### config.mk
export PLATFORM = sky130hd
export DESIGN_NAME = card_deal_fsm
export DESIGN_NICKNAME = d
export VERILOG_FILES = /design/src/rtl/card_deal_fsm.sv
export SDC_FILE = /design/constraint.sdc
export NUM_CORES = 1
export LEC_CHECK = 0
export BUFFER_PORTS_ARGS = -buffer_cell sky130_fd_sc_hd__buf_2
export CAP_MARGIN = 30
export CORE_MARGIN = 1.5
export CORE_UTILIZATION = 40
export CTS_CLUSTER_DIAMETER = 60
export DETAILED_ROUTE_END_ITERATION = 8
export PLACE_DENSITY_LB_ADDON = 0.08
export RECOVER_POWER = 50
export SYNTH_ARGS = -nofsm -noshare
export SYNTH_HDL_FRONTEND = slang
export SYNTH_SLANG_ARGS = --single-unit
### constraint.sdc
create_clock -name clk -period 1.2 [get_ports clk]
set_input_delay 0.12 -clock clk [delete_from_list [all_inputs] [get_ports clk]]
set_output_delay 0.12 -clock clk [all_outputs]
set_load 0.005 [all_outputs]
### src/rtl/card_deal_fsm.sv
// Two-card-plus-third-card deal sequencer: walks the six card slots, applies the
// third-card drawing rules, and reports the winner once the hand is complete.
module card_deal_fsm (
  input  logic       clk,
  input  logic       reset,
  input  logic       step,
  input  logic [3:0] pscore,
  input  logic [3:0] dscore,
  input  logic [3:0] pcard3,
  output logic [3:0] new_card,
  output logic [5:0] load,
  output logic       done,
  output logic       player_win,
  output logic       dealer_win
);

  typedef enum logic [2:0] {
    DEAL_P1, DEAL_D1, DEAL_P2, DEAL_D2, DEAL_P3, DEAL_D3, DONE
  } state_e;

  state_e     state_q, state_d;
  logic [3:0] card_q, card_d;
  logic [3:0] v;
  logic       dealer_draw;
  logic       natural;

  always_ff @(posedge clk) begin
    if (reset) begin
      state_q <= DEAL_P1;
      card_q  <= 4'd1;
    end else begin
      state_q <= state_d;
      card_q  <= card_d;
    end
  end

  // Any out-of-range count snaps back to 1 so the counter can never stick.
  assign card_d   = (card_q >= 4'd13) ? 4'd1 : card_q + 4'd1;
  assign new_card = card_q;

  // Face cards and tens count as zero for the dealer's third-card decision.
  assign v       = (pcard3 >= 4'd10) ? 4'd0 : pcard3;
  assign natural = (pscore >= 4'd8) || (dscore >= 4'd8);

  always_comb begin
    dealer_draw = 1'b0;
    case (dscore)
      4'd0, 4'd1, 4'd2: dealer_draw = 1'b1;
      4'd3:             dealer_draw = (v != 4'd8);
      4'd4:             dealer_draw = (v >= 4'd2) && (v <= 4'd7);
      4'd5:             dealer_draw = (v >= 4'd4) && (v <= 4'd7);
      4'd6:             dealer_draw = (v >= 4'd6) && (v <= 4'd7);
      default:          dealer_draw = 1'b0;
    endcase
  end

  always_comb begin
    state_d    = state_q;
    load       = 6'b0;
    done       = 1'b0;
    player_win = 1'b0;
    dealer_win = 1'b0;
    if (!reset) begin
      case (state_q)
        DEAL_P1: if (step) begin load[0] = 1'b1; state_d = DEAL_D1; end
        DEAL_D1: if (step) begin load[1] = 1'b1; state_d = DEAL_P2; end
        DEAL_P2: if (step) begin load[2] = 1'b1; state_d = DEAL_D2; end
        DEAL_D2: if (step) begin load[3] = 1'b1; state_d = DEAL_P3; end
        DEAL_P3: begin
          if (step) begin
            if (natural) begin
              state_d = DONE;
            end else if (pscore <= 4'd5) begin
              load[4] = 1'b1;
              state_d = DEAL_D3;
            end else if (dscore <= 4'd5) begin
              load[5] = 1'b1;
              state_d = DONE;
            end else begin
              state_d = DONE;
            end
          end
        end
        DEAL_D3: begin
          if (step) begin
            load[5] = dealer_draw;
            state_d = DONE;
          end
        end
        DONE: begin
          done       = 1'b1;
          player_win = (pscore >= dscore);
          dealer_win = (dscore >= pscore);
        end
        default: state_d = DEAL_P1;
      endcase
    end
  end

endmodule

======== Yosys cells after proc, flatten, opt, wreduce, memory -nomap -nowiden ========
Index checks and enable logic that the tools add are counted.
word-level totals
  word-level logic and storage cells ...... 75
  output and inout bits ................... 13
  bits in registers ....................... 7
  input bits .............................. 15
cells by class
  mux-type cells .......................... 31
  equal/unequal tests ..................... 19
  bitwise logic cells ..................... 1
  reductions and logical operators ........ 9
  $add $sub $neg .......................... 1
  order comparisons ....................... 12
operators by type and width
  operator                                                                             count
  3-bit one-hot mux with 7 select lines                                                1
  3-bit two-way mux                                                                    6
  4-bit greater-or-equal comparator, second input constant                             4
  1-bit two-way mux                                                                    16
  4-bit by 3-bit equality test with 1-bit output, second input constant                3
  4-bit by 3-bit less-or-equal comparator with 1-bit output, second input constant     3
  2-bit != test, second input constant                                                 6
  3-bit equality test, second input constant                                           3
  4-bit by 2-bit equality test with 1-bit output, second input constant                2
  4-bit by 3-bit greater-or-equal comparator with 1-bit output, second input constant  2
  4-bit greater-or-equal comparator                                                    2
  2-bit two-way mux                                                                    4
  7-bit AND reduction                                                                  1
  3-bit by 2-bit equality test with 1-bit output, second input constant                2
  6-bit two-way mux                                                                    1
  1-bit one-hot mux with 5 select lines                                                1
  4-bit by 1-bit adder with 4-bit output, second input constant                        1
  4-bit by 1-bit equality test with 1-bit output, second input constant                1
  4-bit by 2-bit greater-or-equal comparator with 1-bit output, second input constant  1
  4-bit logical NOT                                                                    1
  4-bit two-way mux                                                                    1
  4-bit != test, second input constant                                                 1
  3-bit by 1-bit equality test with 1-bit output, second input constant                1
  1-bit logical AND                                                                    3
  6 further kinds                                                                      6

======== Depth between registers and ports, before layout ========
  word-level depth ........................ 8
  mapped depth ............................ 6
  gate-level depth less buffers ........... 6

======== Least setup slack after synthesis ========
OpenSTA, ideal clock, no wires.
  kind .................................... input to output
  from .................................... input pscore[1]
  to ...................................... output player_win
  data arrival time ....................... 1.062 ns
  data required time ...................... 1.080 ns
  stages .................................. 6
  path slack .............................. 0.018 ns
  path buffers ............................ 0
  path through ............................ inv_1 ha_1 nor2b_1 o21a_1 o211ai_1 and3_1
between the ends
  cells in the longest elaborated chain, start to end .. 3
ends and longest elaborated chain
  item                               line  RTL
  start: declaration                 7     input logic [3:0] pscore,
  4-bit greater-or-equal comparator  92    player_win = (pscore >= dscore);
  1-bit two-way mux                  64    case (state_q)
  1-bit two-way mux                  63    if (!reset) begin
  end: declaration                   13    output logic player_win,
No other way between the ends.

======== Final worst setup path ========
  from .................................... register state_q[2]
  to ...................................... output load[5]
between the ends
  cells in the longest elaborated chain, start to end .. 3
  elaborated cells on any way between the ends .. 4
  classes of those cells .................. eq/ne: 2; mux: 2
ends and longest elaborated chain
  item                                       line  RTL
  start: declaration                         21    state_e state_q, state_d;
  start signal: assignment                   32    state_q <= state_d;
  3-bit equality test                        64
  1-bit one-hot mux with 2 select lines (*)  64
  6-bit two-way mux (*)                      63
  end: declaration                           11    output logic [5:0] load,
Mark *: on every way between the ends. The rest lies on a longest branch, timed or not.

==> metrics.yaml <==
power_and_ir_drop:
  power.total_mw: 0.742
  p_leak_nw: 0.480
  combPwrFrac_pct: 33.6
  p_switching_mw: 0.235
  power_density_nw_per_um2: 759
  power_frac_clock_pct: 28.7
  ir_drop_mv: 0.485
  power.internal_mw: 0.507
  swShare_pct: 31.6
  seqPwrFrac_pct: 37.7
cts:
  cts.clk_slew.worst_paths_ns: 0.05
  cts_buffers: 3
  cts_tree: "built"
  cts_buffer_depth: 2
  clock_latency_ns: 0.25
  root_buffer: "clkbuf_4"
  holdBufCountCts: 0
  cts.sink_count: 7
  htree_num_levels: 1
floorplan:
  start_util_pct: 42.1
  pin_count: 28
  core_area_sq_um: 1490
  die_h_um: 42.6
  die_w_um: 42.6
  rows: 14
  die_area_sq_um: 1810
sta:
  period_minus_slack_ns: 1.31
  finalHoldViolCount: 0
  rsz0062_at_grt: "true"
  slew_violations: 0
  fin_ws_ns: -0.105
  setup_viol: 6
  post-route-period-util_pct: 109
  slew_headroom_pct: 83.2
  tightestPinTransition_ns: 0.251
  fin_worst_skew_ns: 0.00305
  maxClockFrequency_mhz: 766
logic_synthesis:
  syn_area_sq_um: 627
  syn_area_per_cell_sq_um: 7.46
  ys_ff_latch: 7
  synth_cells: 84
  yosys.area.top_type: "dfxtp_1"
  ys.flop_type: "dfxtp_1"
  synth_fp_nets: 106
  synth_edf_count: 0
  synth.top_cell.area_share_pct: 22.4
  yosys_warnings: 0
  synthTopCellsByArea: "dfxtp_1, ha_1, inv_1"
  ys_types: 31
  ys_seq_area_share_pct: 22.4
  synthArstFlopShare_pct: 0
finish:
  fin_nets: 149
  fillers: 136
  synthToLayoutAreaGrowth_pct: 55.9
  final_cell_mix: "buf_2, inv_1, buf_4, nor2_1"
  layout-drive-gt1-share_pct: 47.6
  final_common_cell: "buf_2"
  antennaDiodeCount: 0
worst_setup_path:
  worstSetupPathType: "flop to output pin"
  crit_buf_inv: 2
  critPathLaunchType: "flop"
  slowest_stage: "dfxtp_4"
  regToRegSetupSlack_ns: 0.10
  worstPathArrival_ns: 1.19
  cp_top_family: "flip-flops"
  cp-end-kind: "output pin"
  required_ns: 1.08
  worstPathCellList: "inv_4 > nor4b_2 > o21ai_1 > nor2_1 > buf_2"
  slowest_delay_ns: 0.37
  critPathMaxFanout: 4
route:
  vias_per_cell: 5.11
  vias: 725
  dr.first_iter.drc_count: 4
  wl_um: 1540
  wire_per_inst_um: 10.9
  antenna_left: 0
  drc: 0
  drtPass1Iterations: 2
outcome:
  violations: "setup timing"
  outcome: "finished, violations left"
placed_design:
  gp_congestion: 0.789
  dp_slack_ns: -0.175
  hpwlAfterDp_um: 1160
  port_buffers: 27
global_routing:
  track_usage_pct: 19.6
  antenna_found_initial: 0
  grt_pass1_vias: 659
  grt_pass1_wl_um: 2650
  overflow: 0
  grt_max_degree: 9
run:
  cap_violations: 0
worst_hold_path:
  hold_class: "primary input to flop"
final cells by class:
cell class | count | area, sq um | area share [%]
clock buffers | 4 | 26.3 | 2.69
flip-flops and latches | 7 | 151 | 15.5
repair buffers | 41 | 246 | 25.2
multi-input cells | 61 | 479 | 49.0
inverters | 13 | 53.8 | 5.51
well taps | 16 | 20.0 | 2.05
power groups by stage:
stage	sequential, mW	combinational [mW]	clock [mW]
after floorplan	0.275	0.130	0
after global placement	0.285	0.213	0
after detailed placement	0.286	0.216	0
after CTS	0.279	0.234	0.227
after global routing	0.284	0.280	0.238
final	0.280	0.249	0.213
logic make-up (layout without fill, tap and decap cells):
family                   Yosys count  after routing  synth area share [%]
AO/OA/AOI/OAI                     15             15                  16.4
AND/OR/NAND/NOR                   36             36                  32.5
adder cells (fa/ha/maj)            7              7                  14.0
buffers and inverters             16             58                  10.6
flip-flops                         7              7                  22.4
XOR/XNOR                           3              3                  4.19
worst paths after layout:
kind,end,depth (start not counted),from
max reg2reg,state_q[1],5,state_q[1]
min reg2reg,new_card[0],2,new_card[0]
max,load[5],5,state_q[2]
min,state_q[2],2,reset
routing by layer:
metal | track usage [%] | wire [um]
met5 | 0 | 0
met2 | 32.3 | 738
met4 | 13.1 | 40
met3 | 3.45 | 102
met1 | 22.7 | 663
through the flow:
step | hold WS (ns) | utilization [%] | TNS, ns | cells | area (sq um)
3_3_place_gp | 0.416 | 56.9 | -0.329 | 135 | 847
3_5_place_dp | 0.429 | 56.9 | -0.355 | 135 | 847
5_1_grt | 0.171 | 65.6 | -0.948 | 142 | 977
2_1_floorplan | 0.189 | - | 0 | 84 | 627
4_1_cts | 0.146 | 63.1 | -0.758 | 142 | 940
6_report | 0.165 | 65.6 | -0.473 | 142 | 977
synth_stat cells, types with 2 or more instances:
library cell	count
a211o_1	2
nor3_2	2
nand4_1	2
dfxtp_1	7
a211oi_1	2
nor3_1	2
a21oi_1	2
nor4_1	2
ha_1	7
xnor2_1	2
a31oi_1	3
nand3_1	4
nand2_1	7
nor2_1	11
inv_1	13
state kept, by name, indices dropped and copies added (netlist names):
name and count:
new_card 4, state_q 3
repair_timing:
action | in CTS | in global routing
hold endpoints to repair | 0 | 0
gates resized for setup | 14 | 10
buffers inserted | 3 | 1
setup endpoints to repair | 9 | 10
pin swaps | 7 | 7
Note: power is estimated with default switching activity, not from simulation.
